--- src/rtl/fft_sdf_stage_ctrl_pkg.sv ---
// Shared types and constants for the radix-2 SDF FFT stage controller.
package fft_pkg;

  localparam int FLOAT_LEN = 32;
  localparam int CPLX_W    = 2 * FLOAT_LEN;

  typedef enum logic [1:0] {
    IDLE  = 2'd0,
    FILL  = 2'd1,
    BFLY  = 2'd2,
    FLUSH = 2'd3
  } state_t;

  // Words held in the delay FIFO of a given stage.
  function automatic int delay_f(input int n_log2, input int stage);
    return 1 << (n_log2 - stage);
  endfunction

endpackage

--- src/rtl/fft_sdf_stage_ctrl_if.sv ---
// Control bundle between an SDF stage sequencer and its FIFO / butterfly / twiddle ROM.
interface fft_sdf_stage_ctrl_if #(
  parameter int N_LOG2 = 13
);
  logic              in_valid;
  logic              in_last;
  logic              in_ready;
  logic              fifo_full;
  logic              fifo_empty;
  logic              fifo_wr_en;
  logic              fifo_rd_en;
  logic              bf_sel;
  logic              tf_rd_en;
  logic [N_LOG2-2:0] tf_addr;
  logic              out_valid;
  logic              out_last;
  logic              busy;
  logic              err;

  modport master (
    output in_valid, in_last, fifo_full, fifo_empty,
    input  in_ready, fifo_wr_en, fifo_rd_en, bf_sel, tf_rd_en, tf_addr,
           out_valid, out_last, busy, err
  );

  modport slave (
    input  in_valid, in_last, fifo_full, fifo_empty,
    output in_ready, fifo_wr_en, fifo_rd_en, bf_sel, tf_rd_en, tf_addr,
           out_valid, out_last, busy, err
  );
endinterface

--- src/rtl/fft_sdf_stage_ctrl_valid_dly.sv ---
// Fixed-depth shift pipeline aligning out_valid/out_last with butterfly latency.
module fft_valid_dly #(
  parameter int DEPTH = 2,
  parameter int WIDTH = 2
) (
  input  logic             i_clk,
  input  logic             i_rst,
  input  logic [WIDTH-1:0] i_d,
  output logic [WIDTH-1:0] o_q
);
  logic [WIDTH-1:0] r_pipe [DEPTH];

  always_ff @(posedge i_clk) begin
    if (i_rst) begin
      for (int i = 0; i < DEPTH; i++) r_pipe[i] <= '0;
    end else begin
      r_pipe[0] <= i_d;
      for (int i = 1; i < DEPTH; i++) r_pipe[i] <= r_pipe[i-1];
    end
  end

  assign o_q = r_pipe[DEPTH-1];
endmodule

--- src/rtl/fft_sdf_stage_ctrl.sv ---
// Sequencer for one radix-2 SDF FFT stage: FIFO strobes, butterfly select, twiddle address.
// Optional sticky protocol-error checking is built when FFT_CTRL_ERRCHK_EN is defined.
module fft_sdf_stage_ctrl
  import fft_pkg::*;
#(
  parameter int N_LOG2 = 13,
  parameter int STAGE  = 1,
  parameter int BF_LAT = 1
) (
  input  logic                 i_clk,
  input  logic                 i_rst,
  fft_sdf_stage_ctrl_if.slave  io_ctrl
);
  localparam int DELAY = delay_f(N_LOG2, STAGE);
  localparam int CW    = N_LOG2 - STAGE + 1;
  localparam int TW    = N_LOG2 - 1;
  localparam logic [CW-1:0] C_DLY  = CW'(DELAY);
  localparam logic [CW-1:0] C_D_M1 = CW'(DELAY - 1);
  localparam logic [CW-1:0] C_LAST = CW'(2 * DELAY - 1);

  state_t          r_state, w_state_nxt;
  logic [CW-1:0]   r_cnt, w_cnt_nxt, w_cnt_off;
  logic            r_pend, w_pend_nxt;
  logic            w_in_ready, w_accept, w_hi;
  logic            w_wr_en, w_rd_en, w_bf_sel, w_tf_rd_en, w_flush_last;
  logic [TW-1:0]   w_tf_addr;
  logic [1:0]      w_vq;

  assign w_in_ready = (r_state != FLUSH);
  // Samples presented while reset is asserted are never taken.
  assign w_accept   = io_ctrl.in_valid & w_in_ready & ~i_rst;
  assign w_hi       = (r_cnt >= C_DLY);
  assign w_cnt_off  = r_cnt - C_DLY;

  always_ff @(posedge i_clk) begin
    if (i_rst) begin
      r_state <= IDLE;
      r_cnt   <= '0;
      r_pend  <= 1'b0;
    end else begin
      r_state <= w_state_nxt;
      r_cnt   <= w_cnt_nxt;
      r_pend  <= w_pend_nxt;
    end
  end

  always_comb begin
    w_state_nxt  = r_state;
    w_cnt_nxt    = r_cnt;
    w_pend_nxt   = r_pend;
    w_wr_en      = 1'b0;
    w_rd_en      = 1'b0;
    w_bf_sel     = 1'b0;
    w_tf_rd_en   = 1'b0;
    w_tf_addr    = '0;
    w_flush_last = 1'b0;
    case (r_state)
      FLUSH: begin
        w_rd_en   = 1'b1;
        w_cnt_nxt = r_cnt + 1'b1;
        if (r_cnt == C_D_M1) begin
          w_flush_last = 1'b1;
          w_state_nxt  = IDLE;
          w_cnt_nxt    = '0;
          w_pend_nxt   = 1'b0;
        end
      end
      default: begin
        if (w_accept) begin
          w_wr_en   = 1'b1;
          w_cnt_nxt = r_cnt + 1'b1;
          if (w_hi) begin
            w_rd_en    = 1'b1;
            w_bf_sel   = 1'b1;
            w_tf_rd_en = 1'b1;
            w_tf_addr  = TW'(w_cnt_off) << (STAGE - 1);
          end else begin
            // Fill of a later frame drains the previous frame's differences.
            w_rd_en = r_pend;
          end
          if (r_cnt == C_D_M1) begin
            w_state_nxt = BFLY;
          end else if (r_cnt == C_LAST) begin
            w_pend_nxt  = 1'b1;
            w_state_nxt = io_ctrl.in_last ? FLUSH : FILL;
          end else if (r_state == IDLE) begin
            w_state_nxt = FILL;
          end
        end
      end
    endcase
  end

  // Every FIFO read yields one stage output word once the butterfly settles.
  fft_valid_dly #(.DEPTH(BF_LAT + 1), .WIDTH(2)) u_vdly (
    .i_clk (i_clk),
    .i_rst (i_rst),
    .i_d   ({w_flush_last, w_rd_en}),
    .o_q   (w_vq)
  );

  assign io_ctrl.in_ready   = w_in_ready;
  assign io_ctrl.fifo_wr_en = w_wr_en;
  assign io_ctrl.fifo_rd_en = w_rd_en;
  assign io_ctrl.bf_sel     = w_bf_sel;
  assign io_ctrl.tf_rd_en   = w_tf_rd_en;
  assign io_ctrl.tf_addr    = w_tf_addr;
  assign io_ctrl.out_valid  = w_vq[0];
  assign io_ctrl.out_last   = w_vq[1];
  assign io_ctrl.busy       = (r_state != IDLE);

`ifdef FFT_CTRL_ERRCHK_EN
  logic r_err;
  logic w_last_misplaced;

  assign w_last_misplaced = w_accept & io_ctrl.in_last & (r_cnt != C_LAST);

  always_ff @(posedge i_clk) begin
    if (i_rst) begin
      r_err <= 1'b0;
    end else if ((w_wr_en & io_ctrl.fifo_full) | (w_rd_en & io_ctrl.fifo_empty) |
                 w_last_misplaced) begin
      r_err <= 1'b1;
    end
  end

  assign io_ctrl.err = r_err;
`else
  assign io_ctrl.err = 1'b0;
`endif
endmodule

--- src/flat_wrapper.sv ---
// flat-port wrapper written by rule: the top's interface ports become plain ports
module fft_sdf_stage_ctrl_flat import fft_pkg::*;
#(
  parameter int N_LOG2 = 13,
  parameter int STAGE  = 1,
  parameter int BF_LAT = 1
)
  (i_clk, i_rst, io_ctrl_in_valid, io_ctrl_in_last, io_ctrl_fifo_full, io_ctrl_fifo_empty, io_ctrl_in_ready, io_ctrl_fifo_wr_en, io_ctrl_fifo_rd_en, io_ctrl_bf_sel, io_ctrl_tf_rd_en, io_ctrl_tf_addr, io_ctrl_out_valid, io_ctrl_out_last, io_ctrl_busy, io_ctrl_err);
  fft_sdf_stage_ctrl_if #(.N_LOG2(N_LOG2)) io_ctrl_i ();
  input  logic i_clk;
  input  logic i_rst;
  input wire logic [$bits(io_ctrl_i.in_valid)-1:0] io_ctrl_in_valid;
  input wire logic [$bits(io_ctrl_i.in_last)-1:0] io_ctrl_in_last;
  input wire logic [$bits(io_ctrl_i.fifo_full)-1:0] io_ctrl_fifo_full;
  input wire logic [$bits(io_ctrl_i.fifo_empty)-1:0] io_ctrl_fifo_empty;
  output wire logic [$bits(io_ctrl_i.in_ready)-1:0] io_ctrl_in_ready;
  output wire logic [$bits(io_ctrl_i.fifo_wr_en)-1:0] io_ctrl_fifo_wr_en;
  output wire logic [$bits(io_ctrl_i.fifo_rd_en)-1:0] io_ctrl_fifo_rd_en;
  output wire logic [$bits(io_ctrl_i.bf_sel)-1:0] io_ctrl_bf_sel;
  output wire logic [$bits(io_ctrl_i.tf_rd_en)-1:0] io_ctrl_tf_rd_en;
  output wire logic [$bits(io_ctrl_i.tf_addr)-1:0] io_ctrl_tf_addr;
  output wire logic [$bits(io_ctrl_i.out_valid)-1:0] io_ctrl_out_valid;
  output wire logic [$bits(io_ctrl_i.out_last)-1:0] io_ctrl_out_last;
  output wire logic [$bits(io_ctrl_i.busy)-1:0] io_ctrl_busy;
  output wire logic [$bits(io_ctrl_i.err)-1:0] io_ctrl_err;
  assign io_ctrl_i.in_valid = io_ctrl_in_valid;
  assign io_ctrl_i.in_last = io_ctrl_in_last;
  assign io_ctrl_i.fifo_full = io_ctrl_fifo_full;
  assign io_ctrl_i.fifo_empty = io_ctrl_fifo_empty;
  assign io_ctrl_in_ready = io_ctrl_i.in_ready;
  assign io_ctrl_fifo_wr_en = io_ctrl_i.fifo_wr_en;
  assign io_ctrl_fifo_rd_en = io_ctrl_i.fifo_rd_en;
  assign io_ctrl_bf_sel = io_ctrl_i.bf_sel;
  assign io_ctrl_tf_rd_en = io_ctrl_i.tf_rd_en;
  assign io_ctrl_tf_addr = io_ctrl_i.tf_addr;
  assign io_ctrl_out_valid = io_ctrl_i.out_valid;
  assign io_ctrl_out_last = io_ctrl_i.out_last;
  assign io_ctrl_busy = io_ctrl_i.busy;
  assign io_ctrl_err = io_ctrl_i.err;
  fft_sdf_stage_ctrl #(.N_LOG2(N_LOG2), .STAGE(STAGE), .BF_LAT(BF_LAT)) u_core (.i_clk(i_clk), .i_rst(i_rst), .io_ctrl(io_ctrl_i));
endmodule
--- config.mk ---
export PLATFORM = sky130hd
export DESIGN_NAME = fft_sdf_stage_ctrl_flat
export DESIGN_NICKNAME = d
export VERILOG_FILES = /design/src/rtl/fft_sdf_stage_ctrl_pkg.sv /design/src/rtl/fft_sdf_stage_ctrl_if.sv /design/src/rtl/fft_sdf_stage_ctrl_valid_dly.sv /design/src/rtl/fft_sdf_stage_ctrl.sv /design/src/flat_wrapper.sv
export SDC_FILE = /design/constraint.sdc
export NUM_CORES = 1
export LEC_CHECK = 0
export CAP_MARGIN = 0
export CORE_ASPECT_RATIO = 0.7
export CORE_MARGIN = 2
export CORE_UTILIZATION = 48
export DETAILED_ROUTE_END_ITERATION = 10
export PLACE_DENSITY = 0.81
export SETUP_SLACK_MARGIN = 0.4
export SLEW_MARGIN = 30
export SYNTH_ARGS = -nofsm -noshare
export SYNTH_HDL_FRONTEND = slang
export SYNTH_SLANG_ARGS = --single-unit
--- constraint.sdc ---
create_clock -name i_clk -period 1.96 [get_ports i_clk]
set_input_delay 0.196 -clock i_clk [delete_from_list [all_inputs] [get_ports i_clk]]
set_output_delay 0.196 -clock i_clk [all_outputs]
set_load 0.01 [all_outputs]
Word-level counts from Yosys, hierarchy flattened
Memory sizes are Yosys's and may differ from the RTL's.
Index checks and enable logic that the tools add are counted.
- bits in registers: 16
- bits in latches: 0
- RAM bits: 4
- memory bits (read-only): 0
- input port bits: 6
- logic and storage cells: 58
- memories kept: 1
- $add $sub $neg: 2
- multiply operators: 0
- divide/modulo/power cells: 0
- magnitude comparators: 1
- equality and inequality tests: 6
- shifts and indexed selects: 0
- muxes and demuxes: 33
- bitwise logic cells: 5
- reduce and logical (&&, ||, !) cells: 7
- memory list (name ; depth ; width ; rd ports ; clocked after memory_dff ; write ports ; line ; source):
    u_core.u_vdly.r_pipe ; 2 ; 2 ; 2 ; 0 ; 2 ; fft_sdf_stage_ctrl_valid_dly.sv:11 ; logic [WIDTH-1:0] r_pipe [DEPTH];
- operators by type and width (cell ; number):
    13-bit 2-to-1 mux ; 3
    12-bit 2-to-1 mux ; 3
    1-bit 2-to-1 mux ; 18
    2-bit 2-to-1 mux ; 9
    13-bit by 1-bit adder with 13-bit output (second input constant) ; 1
    13-bit by 12-bit == test with 1-bit output (second input constant) ; 1
    13-bit == test (second input constant) ; 1
    13-bit >= comparator (second input constant) ; 1
    12-bit by 1-bit subtractor with 12-bit output (second input constant) ; 1
    2-bit nonzero test ; 3
    2-bit inequality test (second input constant) ; 2
    4-bit AND reduction ; 1
    3-bit AND reduction ; 1
    3-bit nonzero test ; 1
    1-bit AND ; 2
    2-bit == test (second input constant) ; 1
    2-bit zero test ; 1
    2-bit by 1-bit inequality test with 1-bit output (second input constant) ; 1
    1-bit OR ; 2
    1-bit NOT ; 1

Longest topological paths before layout
Gate-level depths: netlist of run 1.
- word-level depth: 6
- mapped depth: 7

Modules after synthesis
From an unflattened synthesis of run 1, not the netlist that was laid out.
- cells, all modules: 127
- area total of the unflattened synthesis: 1107.3 µm²
- modules (own cells, without submodules) (module ; times used ; cells an instance ; area each (µm²) ; sequential area each (µm²)):
    fft_sdf_stage_ctrl ; 1 ; 117 ; 987.2 ; 320.3
    fft_valid_dly ; 1 ; 10 ; 120.1 ; 80.1

Worst setup path before layout of run 1
No wires, ideal clock.
- path kind: flip-flop to flip-flop
- from: register u_core.r_cnt[0]
- to: register u_core.r_cnt[12]
- library setup time: 0.070 ns
- arrival time: 1.705 ns
- slack: 0.185 ns
- cell stages (with the launch flop): 6
- path buffers: 0
- period minus slack after synthesis: 1.775 ns
- cells stage by stage: dfxtp_1 ha_1 nand4_2 or4_4 or3_1 a21oi_1
- word-level cells in the longest chain between the ends: 3
- elaborated cells between the ends (all ways): 5
- ends and longest elaborated chain (item ; line ; source):
    start, declared ; fft_sdf_stage_ctrl.sv:22 ; logic [CW-1:0] r_cnt, w_cnt_nxt, w_cnt_off;
    start signal, assigned ; fft_sdf_stage_ctrl.sv:42 ; r_cnt <= w_cnt_nxt;
    13-bit by 1-bit adder with 13-bit output or 13-bit by 12-bit == test with 1-bit output (tied branches) ; fft_sdf_stage_ctrl.sv:60, fft_sdf_stage_ctrl.sv:71, fft_sdf_stage_ctrl.sv:61 ;
    13-bit 2-to-1 mux (on tied branches) ; fft_sdf_stage_ctrl.sv:69, fft_sdf_stage_ctrl.sv:61 ;
    13-bit 2-to-1 mux * ; fft_sdf_stage_ctrl.sv:57 ; case (r_state)
Mark *: on every way between the ends. The rest lies on a longest branch, timed or not. The select of a mux whose other input is x is not followed.
A chain may end at the register's enable or synchronous reset.

Worst setup path in the final report of run 1
- from: register u_core.r_cnt[6]
- to: register u_core.r_cnt[12]
The elaborated chain is that of the path after synthesis.

==> metrics.yaml, run 1 <==
detailed_routing:
  m1WireLength_um: 1650
  num_vias: 1282
  wl_um: 4060
  wl_per_cell_um: 19.0
  drtPass1Iterations: 4
  wl_met3_um: 410
  drtAntennaViolNets: 0
  top_layer: "met4"
  via_per_inst: 6.02
  drt_iter0_markers: 89
  wl_met2_um: 1830
  drc: 0
clock_network:
  cts_tree: "built"
  insertion_delay_ps: 320
  cts.path.max_buffers: 2
  htree_num_levels: 1
  cts_root_buf: "clkbuf_4"
  cts.sinks: 20
  clkTransAtPathRegs_ps: 120
  cts_hold_buf: 0
  numCtsBuffers: 3
critical_path:
  crit_fanout: 7
  worstPathArrival_ps: 1980
  max_stage_delay_ps: 600
  cp-start-kind: "flip-flop"
  crit_required_ps: 2190
  end_kind: "flip-flop"
  path_buf_inv: 0
  cp_cell_sequence: "nand3_2, or4_4, or3_1, a21oi_1"
  crit_family: "simple AND/OR/NAND/NOR gates"
  worstSetupPathType: "flip-flop to flip-flop"
  slowest_stage: "or4_4"
sta:
  final_max_slew_viol_count: 0
  worst_pin_slew_ps: 506
  min_period_over_period: 0.896
  hold_violations: 0
  slew_headroom: 0.660
  max_freq_mhz: 569
  setup_viol: 0
  min_period_ps: 1760
  setup_ws_ps: 204
  rsz0062_at_grt: "yes"
  holdWs_ps: 395
  skew_ps: 12.1
synthesis:
  yosysTopAreaCell: "dfxtp_1"
  synth_fa_ha_area_frac: 0.0225
  synth-main-ff-cell: "dfxtp_1"
  syn_area_per_cell_um2: 8.28
  ys_ff_latch: 20
  synth_xor_area_frac: 0.0710
  postSynthCellCount: 134
  ys_warn_count: 0
  yosys.area_share.simple: 0.327
  synth_nets: 142
  synth_compound_area_frac: 0.151
  synth_top_area_share: 0.361
  synth_enable_flop_cells: 0
  ys_top_cells_by_area: "dfxtp_1 36%, and2_1 6.8%, xnor2_1 5.5%"
  synth_cell_types: 41
  syn_area_mm2: 0.00111
  synth_top_family_by_area: "simple AND/OR/NAND/NOR gates"
  synthArstFlopShare: 0
  synth_mux_area_frac: 0
  seq_area_frac_synth: 0.361
floorplan:
  fp-row-count: 14
  initial_core_util: 0.511
  die_area_mm2: 0.00272
  core_area_mm2: 0.00217
  pin_count: 27
  dieWidth_um: 61.5
  die_y_um: 44.2
placement:
  dp_worst_setup_slack_ps: -242
  place_congestion: 0.873
  io_buffers: 23
  detailed_place_hpwl_um: 2030
  placed_area_mm2: 0.00145
  place_inst: 192
finish:
  finish.utilization: 0.846
  regArea_um2: 428
  drive_above_1_share: 0.530
  antenna_cells: 0
  fin_cells: 213
  fill_cells: 126
  final_nets: 190
  multi_input_area_um2: 803
  areaGrowthSynthToFinish_pct: 65.6
  design_area_mm2: 0.00184
power_and_ir_drop:
  ir_worst_vdd_uv: 382
  power.leakage_uw: 0.000724
  power_density_mw_per_mm2: 422
worst_hold_path:
  min_path_type: "input pin to flip-flop"
grt:
  antenna_found_initial: 0
  grt_util_all_layers: 0.278
  grt_max_degree: 13
  grt_pass1_vias: 1117
  grt_overflow: 0
  grt_first_pass_wirelength_um: 5510
run:
  cap_violations: 0
outcome:
  status: "complete, no violations"
## cell families after synthesis
logic type	count (synthesis)
adders and majority gates	2
AOI/OAI and AO/OA	23
DFF	20
buffers and inverters	15
and+or+nand+nor	64
other	1
xor gates and xnor gates	9
## placed cells by master, fill, tap and decap left out, drive strengths merged, types with 5 or more instances in the layout
cell type  instances
nand2              6
o21ai              5
dfxtp             20
nor2              16
or4                5
xnor2              7
inv                6
and2              13
nand4              5
buf               41
## power breakdown
part,total (uW),switching (uW),internal (uW)
Clock,296,140,156
Sequential,409,4.05,405
Combinational,70.3,39.8,30.5
Total,776,184,592
## stage by stage
step | TNS (ps) | power [uW]
after global routing | 0 | 798
after CTS | 0 | 773
final | 0 | 776
after floorplan | 0 | 451
after global placement | -2850 | 471
after detailed placement | -3280 | 473
## registers in the layout, summed over array words and instances (netlist names)
name	count
u_core.r_cnt	13
u_core.r_pend	1
u_core.u_vdly.r_pipe	4
u_core.r_state	2
## worst paths after layout
kind,startpoint,to,slack (ps),cells past startpoint
hold / removal,i_rst,u_core.u_vdly.r_pipe[0][0],400,3
setup reg to reg,u_core.r_cnt[6],u_core.r_cnt[12],200,4
hold reg to reg,u_core.u_vdly.r_pipe[0][0],u_core.u_vdly.r_pipe[0][2],460,1
setup / recovery,u_core.r_cnt[6],u_core.r_cnt[12],200,4
## synthesized netlist by cell type, drive strengths merged, types with 5 or more instances
| library cell | instances |
|---|---|
| and2 | 13 |
| buf | 5 |
| dfxtp | 20 |
| inv | 6 |
| nand2 | 6 |
| nand4 | 5 |
| nor2 | 16 |
| o21ai | 5 |
| or4 | 5 |
| xnor2 | 7 |
## worst reg2reg max path, cell delays in order (launching register included)
cell and delay, ps:
dfxtp_4 420, nand3_2 130, or4_4 600, or3_1 330
a21oi_1 190
## metal layers
metal / global-route usage / vias up
met5: 0 / -
met4: 0.0851 / 0
met3: 0.0848 / 26
met2: 0.428 / 92
met1: 0.377 / 603
li1: - / 561
## layout make-up
type | count | share of cell area
flip-flops and latches | 20 | 0.233
clock buffers | 4 | 0.0259
multi-input cells | 100 | 0.437
well taps | 32 | 0.0218
inverters | 6 | 0.0136
repair buffers | 51 | 0.269
## timing repair
action | CTS | global route
gates resized for setup | 97 | 38
buffers inserted | 10 | 5
cloned | 2 | 0
pin swaps | 5 | 7
setup endpoints to repair | 34 | 30
Note: power is estimated with default switching activity, not from simulation.
==> run 2: changes to the inputs <==
- GPL_TIMING_DRIVEN: default -> 0
==> run 2 against run 1 <==
Sequential power hardly changed. Clock skew is 5.5 ps lower. Global-route usage is 0.72 points lower. Non-clock buffer count is 2 lower. Power hardly changed. Clock power is 2% higher. Die area stayed put. Largest power group unchanged. Worst setup slack worse by 43 ps. Sequential share of layout area is 0.34 points higher. Largest cell class unchanged. Core utilization is 2.2 points lower. Highest routed layer unchanged. Hold slack worse by 100 ps.
==> metrics.yaml, run 2 (synthesized netlist as in run 1, its figures left out) <==
clock_network:
  cts_tree: "built"
  cts.sinks: 20  # unchanged
  cts_hold_buf: 0  # unchanged
  cts.path.max_buffers: 2  # unchanged
  cts_root_buf: "clkbuf_4"
  clkTransAtPathRegs_ps: 120  # about the same
  insertion_delay_ps: 320  # about the same
  htree_num_levels: 1  # unchanged
  numCtsBuffers: 3  # unchanged
run:
  cap_violations: 0  # unchanged
grt:
  use_met2: 0.432  # +0.00426
  grt_use_met3: 0.0789  # -0.00585
  grt_pass1_vias: 1050  # -6.0%
  antenna_found_initial: 0  # unchanged
  grt.busiest_layer: "met2"
  grt_max_degree: 13  # unchanged
  grt_util_all_layers: 0.271  # -0.00716
  use_met1: 0.338  # -0.0397
  grt_overflow: 0  # unchanged
  grt_first_pass_wirelength_um: 5270  # -4.4%
placement:
  place_inst: 188  # -2.1%
  detailed_place_hpwl_um: 1880  # -7.2%
  io_buffers: 22  # -4.3%
  place_congestion: 0.830  # -4.9%
sta:
  tns_ps: 0  # unchanged
  worst_pin_slew_ps: 764  # +258 ps
  min_period_ps: 1800  # +43.4 ps
  hold_violations: 0  # unchanged
  final_max_slew_viol_count: 0  # unchanged
  min_period_over_period: 0.918  # +0.0221
  setup_viol: 0  # unchanged
  slew_headroom: 0.490  # -0.169
  max_freq_mhz: 556  # -2.4%
  rsz0062_at_grt: "yes"
  skew_ps: 6.58  # -5.51 ps
critical_path:
  crit_required_ps: 2160  # -30 ps
  end_kind: "flip-flop"
  reg2reg_depth: 6  # +2
  cp-start-kind: "flip-flop"
  worstPathArrival_ps: 2000  # +20 ps
  crit_fanout: 6  # -1
  worstSetupPathType: "flip-flop to flip-flop"
power_and_ir_drop:
  power.leakage_uw: 0.000692  # -4.3%
  ir_worst_vdd_uv: 534  # +40%
  net-switching-power_uw: 188  # +2.5%
  p_sw_frac: 0.243  # +0.00583
  comb_power_share: 0.081  # -0.010
  p_int_uw: 588  # -0.74%
  power_density_mw_per_mm2: 433  # +2.7%
  power_frac_clock: 0.388  # +0.006
  p_seq_frac: 0.530  # +0.002
finish:
  largestRegisters: "u_core.r_cnt (13), u_core.u_vdly.r_pipe (4), u_core.r_state (2)"
  largest_reg_flops: 13  # unchanged
  drive_above_1_share: 0.539  # +0.00894
  fill_cells: 133  # +5.6%
  final_nets: 187  # -1.6%
  top_register: "u_core.r_cnt"
  areaGrowthSynthToFinish_pct: 61.3
  fin_cells: 210  # -1.4%
  layout_common_cells: "18 x buf_6, 17 x buf_4, 16 x nor2_1"
  antenna_cells: 0  # unchanged
  final_common_cell: "buf_6"
floorplan:
  dieWidth_um: 61.5  # unchanged
  die_area_mm2: 0.00272  # unchanged
  initial_core_util: 0.511  # unchanged
  fp-row-count: 14  # unchanged
  core_area_mm2: 0.00217  # unchanged
  die_y_um: 44.2  # unchanged
  pin_count: 27  # unchanged
worst_hold_path:
  min_path_type: "input pin to flip-flop"
  hold_depth: 3  # unchanged
detailed_routing:
  drtAntennaViolNets: 0  # unchanged
  drtPass1Iterations: 4  # unchanged
  num_vias: 1270  # -0.94%
  wl_um: 4310  # +6.2%
  drc: 0  # unchanged
  drt_iter0_markers: 124  # +39%
  via_per_inst: 6.05  # +0.48%
  wl_per_cell_um: 20.5  # +7.7%
outcome:
  status: "complete, no violations"
## run 2: cell types whose count changed in the layout (fill, tap and decap cells not counted), moves of 2 or more
cell	change
a211oi_2	-2
a21oi_1	-4
a21oi_2	+3
buf_2	+3
buf_4	-5
buf_6	+2
dfxtp_2	+2
dfxtp_4	-2
## run 2: worst max-delay path: stages (launching register included)
cell	delay, ps
dfxtp_2	340
buf_6	130
nand3_4	90
or4_4	570
buf_4	170
nor3_1	260
nor3_1	110
## run 2: path summary, 6_finish.rpt
check                           slack, ps                       start                          to
worst max register to register        160             u_core.r_cnt[6]           u_core.r_state[0]
worst min-delay path                  290            io_ctrl_in_valid             u_core.r_cnt[0]
worst min register to register        450  u_core.u_vdly.r_pipe[0][1]  u_core.u_vdly.r_pipe[0][3]
worst max-delay path                  160             u_core.r_cnt[6]           u_core.r_state[0]
## run 2: power by group through the flow
stage	combinational [uW]	clock (uW)	sequential, uW
after global routing	68.2	320	412
final	63.0	301	412
after CTS	52.1	300	412
after floorplan	27.4	0	423
after detailed placement	43.0	0	425
after global placement	42.4	0	424
## run 2: routing by layer
metal,wire [um],vias to the layer above
met5,0,-
met4,210,0
met3,435,31
met2,1970,91
met1,1700,597
li1,-,551
## run 2: repair_timing
action	in CTS	in global routing
gates cloned	1	0
resized for setup	111	39
buffers inserted	13	4
setup endpoints to repair	33	30
pin swaps	7	4
## run 2: final cells by class
cell class / count / area, um2 / area share
Inverter: 6 / 25.0 / 0.0140
Sequential cell: 20 / 423 / 0.236
Buffer: 9 / 77.6 / 0.0433
Tap cell: 32 / 40.0 / 0.0224
Clock buffer: 4 / 47.5 / 0.0266
Multi-Input combinational cell: 99 / 812 / 0.454
Timing Repair Buffer: 40 / 365 / 0.204
## run 2: metrics by stage
stage / total power (uW) / utilization / hold slack [ps] / instance area [um2] / worst slack, ps
after CTS: 763 / 0.740 / 276 / 1610 / 186
after floorplan: 451 / - / 390 / 1140 / 336
after detailed placement: 468 / 0.645 / 428 / 1400 / -476
final: 776 / 0.824 / 292 / 1790 / 161
after global placement: 467 / 0.645 / 420 / 1400 / -421
after global routing: 801 / 0.824 / 304 / 1790 / 102
==> run 3: changes to the inputs <==
- CORE_MARGIN: 2 -> default
- CORE_UTILIZATION: 48 -> 52
- PLACE_DENSITY: 0.81 -> 0.86
- clock period: 1.96 -> 2.2 ns (I/O delays scaled with it)
==> run 3 against run 2 <==
The run now ends with DRC left. Worst setup slack improved by 180 ps. Critical path type is now flip-flop to output port. Sequential power fell by 11%. Clock skew fell by 2.1 ps. Register-to-register slack improved by 240 ps. Power fell by 6.6%. Die area fell by 14%. Wire length fell by 20%. Core utilization fell by 1.2 points. Combinational power fell by 20%. Cell area fell by 12%. Cell count fell by 9.5%.
==> metrics.yaml, run 3 (synthesized netlist as in run 1, its figures left out) <==
outcome:
  violations: "DRC"
  status: "finished with violations"
clock_network:
  cts.sinks: 20  # unchanged
  clkTransAtPathRegs_ps: 120  # about the same
  cts_root_buf: "clkbuf_4"
  cts_tree: "built"
  cts_hold_buf: 0  # unchanged
  htree_num_levels: 1  # unchanged
  insertion_delay_ps: 320  # about the same
  cts.path.max_buffers: 2  # unchanged
  numCtsBuffers: 3  # unchanged
detailed_routing:
  drt_iter0_markers: 82  # -34%
  wl_per_cell_um: 18.0  # -12%
  wl_um: 3430  # -20%
  via_per_inst: 6.19  # +2.3%
  drtPass1Iterations: 8  # +4
  drtAntennaViolNets: 0  # unchanged
  num_vias: 1176  # -7.4%
  drc: 4  # +4
power_and_ir_drop:
  p_sw_frac: 0.216  # -0.0267
  ir_worst_vdd_uv: 382  # -28%
  power.leakage_uw: 0.000620  # -10%
  net-switching-power_uw: 157  # -17%
  comb_power_share: 0.070  # -0.011
  p_int_uw: 568  # -3.3%
  power_density_mw_per_mm2: 461  # +6.4%
  power_frac_clock: 0.424  # +0.036
  p_seq_frac: 0.507  # -0.023
sta:
  setup_ws_ps: 345  # +184 ps
  max_freq_mhz: 539
  slew_headroom: 0.604  # +0.114
  final_max_slew_viol_count: 0  # unchanged
  holdWs_ps: 325  # +33.4 ps
  hold_violations: 0  # unchanged
  rsz0062_at_grt: "yes"
  min_period_ps: 1850
  worst_pin_slew_ps: 579  # -185 ps
  tns_ps: 0  # unchanged
  skew_ps: 4.49  # -2.09 ps
  setup_viol: 0  # unchanged
  min_period_over_period: 0.843
finish:
  drive_above_1_share: 0.369  # -0.170
  largest_reg_flops: 13  # unchanged
  fill_cells: 125  # -6.0%
  top_register: "u_core.r_cnt"
  areaGrowthSynthToFinish_pct: 41.6
  largestRegisters: "u_core.r_cnt (13), u_core.u_vdly.r_pipe (4), u_core.r_state (2)"
  layout_common_cells: "16 x nor2_1, 16 x dfxtp_1, 15 x buf_6"
  fin_cells: 190  # -9.5%
  antenna_cells: 0  # unchanged
  final_nets: 177  # -5.3%
floorplan:
  fp-row-count: 13  # -1
  die_area_mm2: 0.00233  # -14%
  dieWidth_um: 57.2  # -6.9%
  core_area_mm2: 0.00194  # -11%
  pin_count: 27  # unchanged
  initial_core_util: 0.573  # +0.0624
  die_y_um: 40.7  # -8.1%
critical_path:
  reg2reg_depth: 4  # -2
  path_buf_inv: 4  # +2
  cp-start-kind: "flip-flop"
  end_kind: "output port"
  worstReg2RegStart: "u_core.r_cnt[9]"
  slowest_stage: "dfxtp_4"
  r2r_slack_ps: 400  # +240 ps
  worstPathArrival_ps: 1630  # -370 ps
  crit_family: "simple AND/OR/NAND/NOR gates"
  worstSetupPathType: "flip-flop to output port"
  crit_fanout: 6  # unchanged
  cp_cell_sequence: "and2_4, buf_6, inv_4, and3_4, buf_8, and2_4, buf_6"
  critPathLaunch: "u_core.r_state[1]"
  max_stage_delay_ps: 380  # -190 ps
  reg2reg_to: "u_core.r_cnt[12]"
  crit_required_ps: 1980  # -180 ps
placement:
  detailed_place_hpwl_um: 1900  # +0.84%
  io_buffers: 22  # unchanged
  place_inst: 178  # -5.3%
  place_congestion: 0.943  # +14%
  dp_worst_setup_slack_ps: -382  # +94.7 ps
worst_hold_path:
  min_to: "u_core.r_cnt[0]"
  min_path_type: "input pin to flip-flop"
  min_from: "io_ctrl_in_valid"
  hold_depth: 3  # unchanged
grt:
  grt_max_degree: 13  # unchanged
  grt_pass1_vias: 1039  # -1.0%
  grt_overflow: 0  # unchanged
  grt_util_all_layers: 0.292  # +0.0210
  grt_first_pass_wirelength_um: 4930  # -6.5%
  antenna_found_initial: 0  # unchanged
run:
  cap_violations: 0  # unchanged
-- run 3: cell types whose count changed in the layout (fill, tap and decap cells not counted), moves of 3 or more --
cell      change
buf_4         -8
dfxtp_1       +8
dfxtp_2       -8
buf_2         -5
a21oi_1       +4
clkbuf_2      +4
a21oi_2       -3
buf_6         -3
nand2_1       +3
-- run 3: worst max path at each step --
stage | endpoint | cells after the start
after floorplan | u_core.r_cnt[12] | 5
after global placement | io_ctrl_tf_addr[9] | 6
after detailed placement | io_ctrl_tf_addr[9] | 6
after CTS | io_ctrl_tf_addr[9] | 7
after global routing | u_core.r_cnt[12] | 4
final | io_ctrl_tf_addr[3] | 7
-- run 3: cell type report --
cell class | instances | area [um2] | area share
buffer | 9 | 72.6 | 0.0462
clock buffer | 3 | 22.5 | 0.0143
clock inverter | 1 | 30.0 | 0.0191
inverter | 6 | 25.0 | 0.0159
multi-input combinational | 99 | 694 | 0.442
sequential | 20 | 413 | 0.263
tap | 22 | 27.5 | 0.0175
timing repair buffer | 30 | 287 | 0.182
-- run 3: power groups by stage --
stage	clock (uW)	sequential, uW	combinational [uW]
after global routing	324	368	53.2
after floorplan	0	377	24.2
after global placement	0	378	36.9
after detailed placement	0	378	38.5
final	307	367	50.5
after CTS	306	367	47.2
-- run 3: tightest hold or removal path, stage by stage --
cell and delay, ps:
clkbuf_2 190, or4_1 150, o31ai_1 50
-- run 3: routing by layer --
metal | wire length, um | GRT usage | vias to the layer above
met2 | 1660 | 0.524 | 91
met1 | 1340 | 0.365 | 532
li1 | - | - | 531
met4 | 80 | 0.0915 | 0
met5 | 0 | 0 | -
met3 | 347 | 0.0662 | 22
-- run 3: metrics by stage --
step | util | total power (uW) | instance area [um2]
global route | 0.812 | 745 | 1570
finish | 0.812 | 725 | 1570
global placement | 0.701 | 415 | 1360
CTS | 0.758 | 721 | 1470
detailed placement | 0.701 | 417 | 1360
floorplan | - | 401 | 1110
-- run 3: repair_timing --
item,in CTS,in global routing
pin swaps,2,2
gates cloned,1,0
setup endpoints to repair,20,28
resized for setup,78,34
hold endpoints to repair,0,0
buffers inserted,7,0
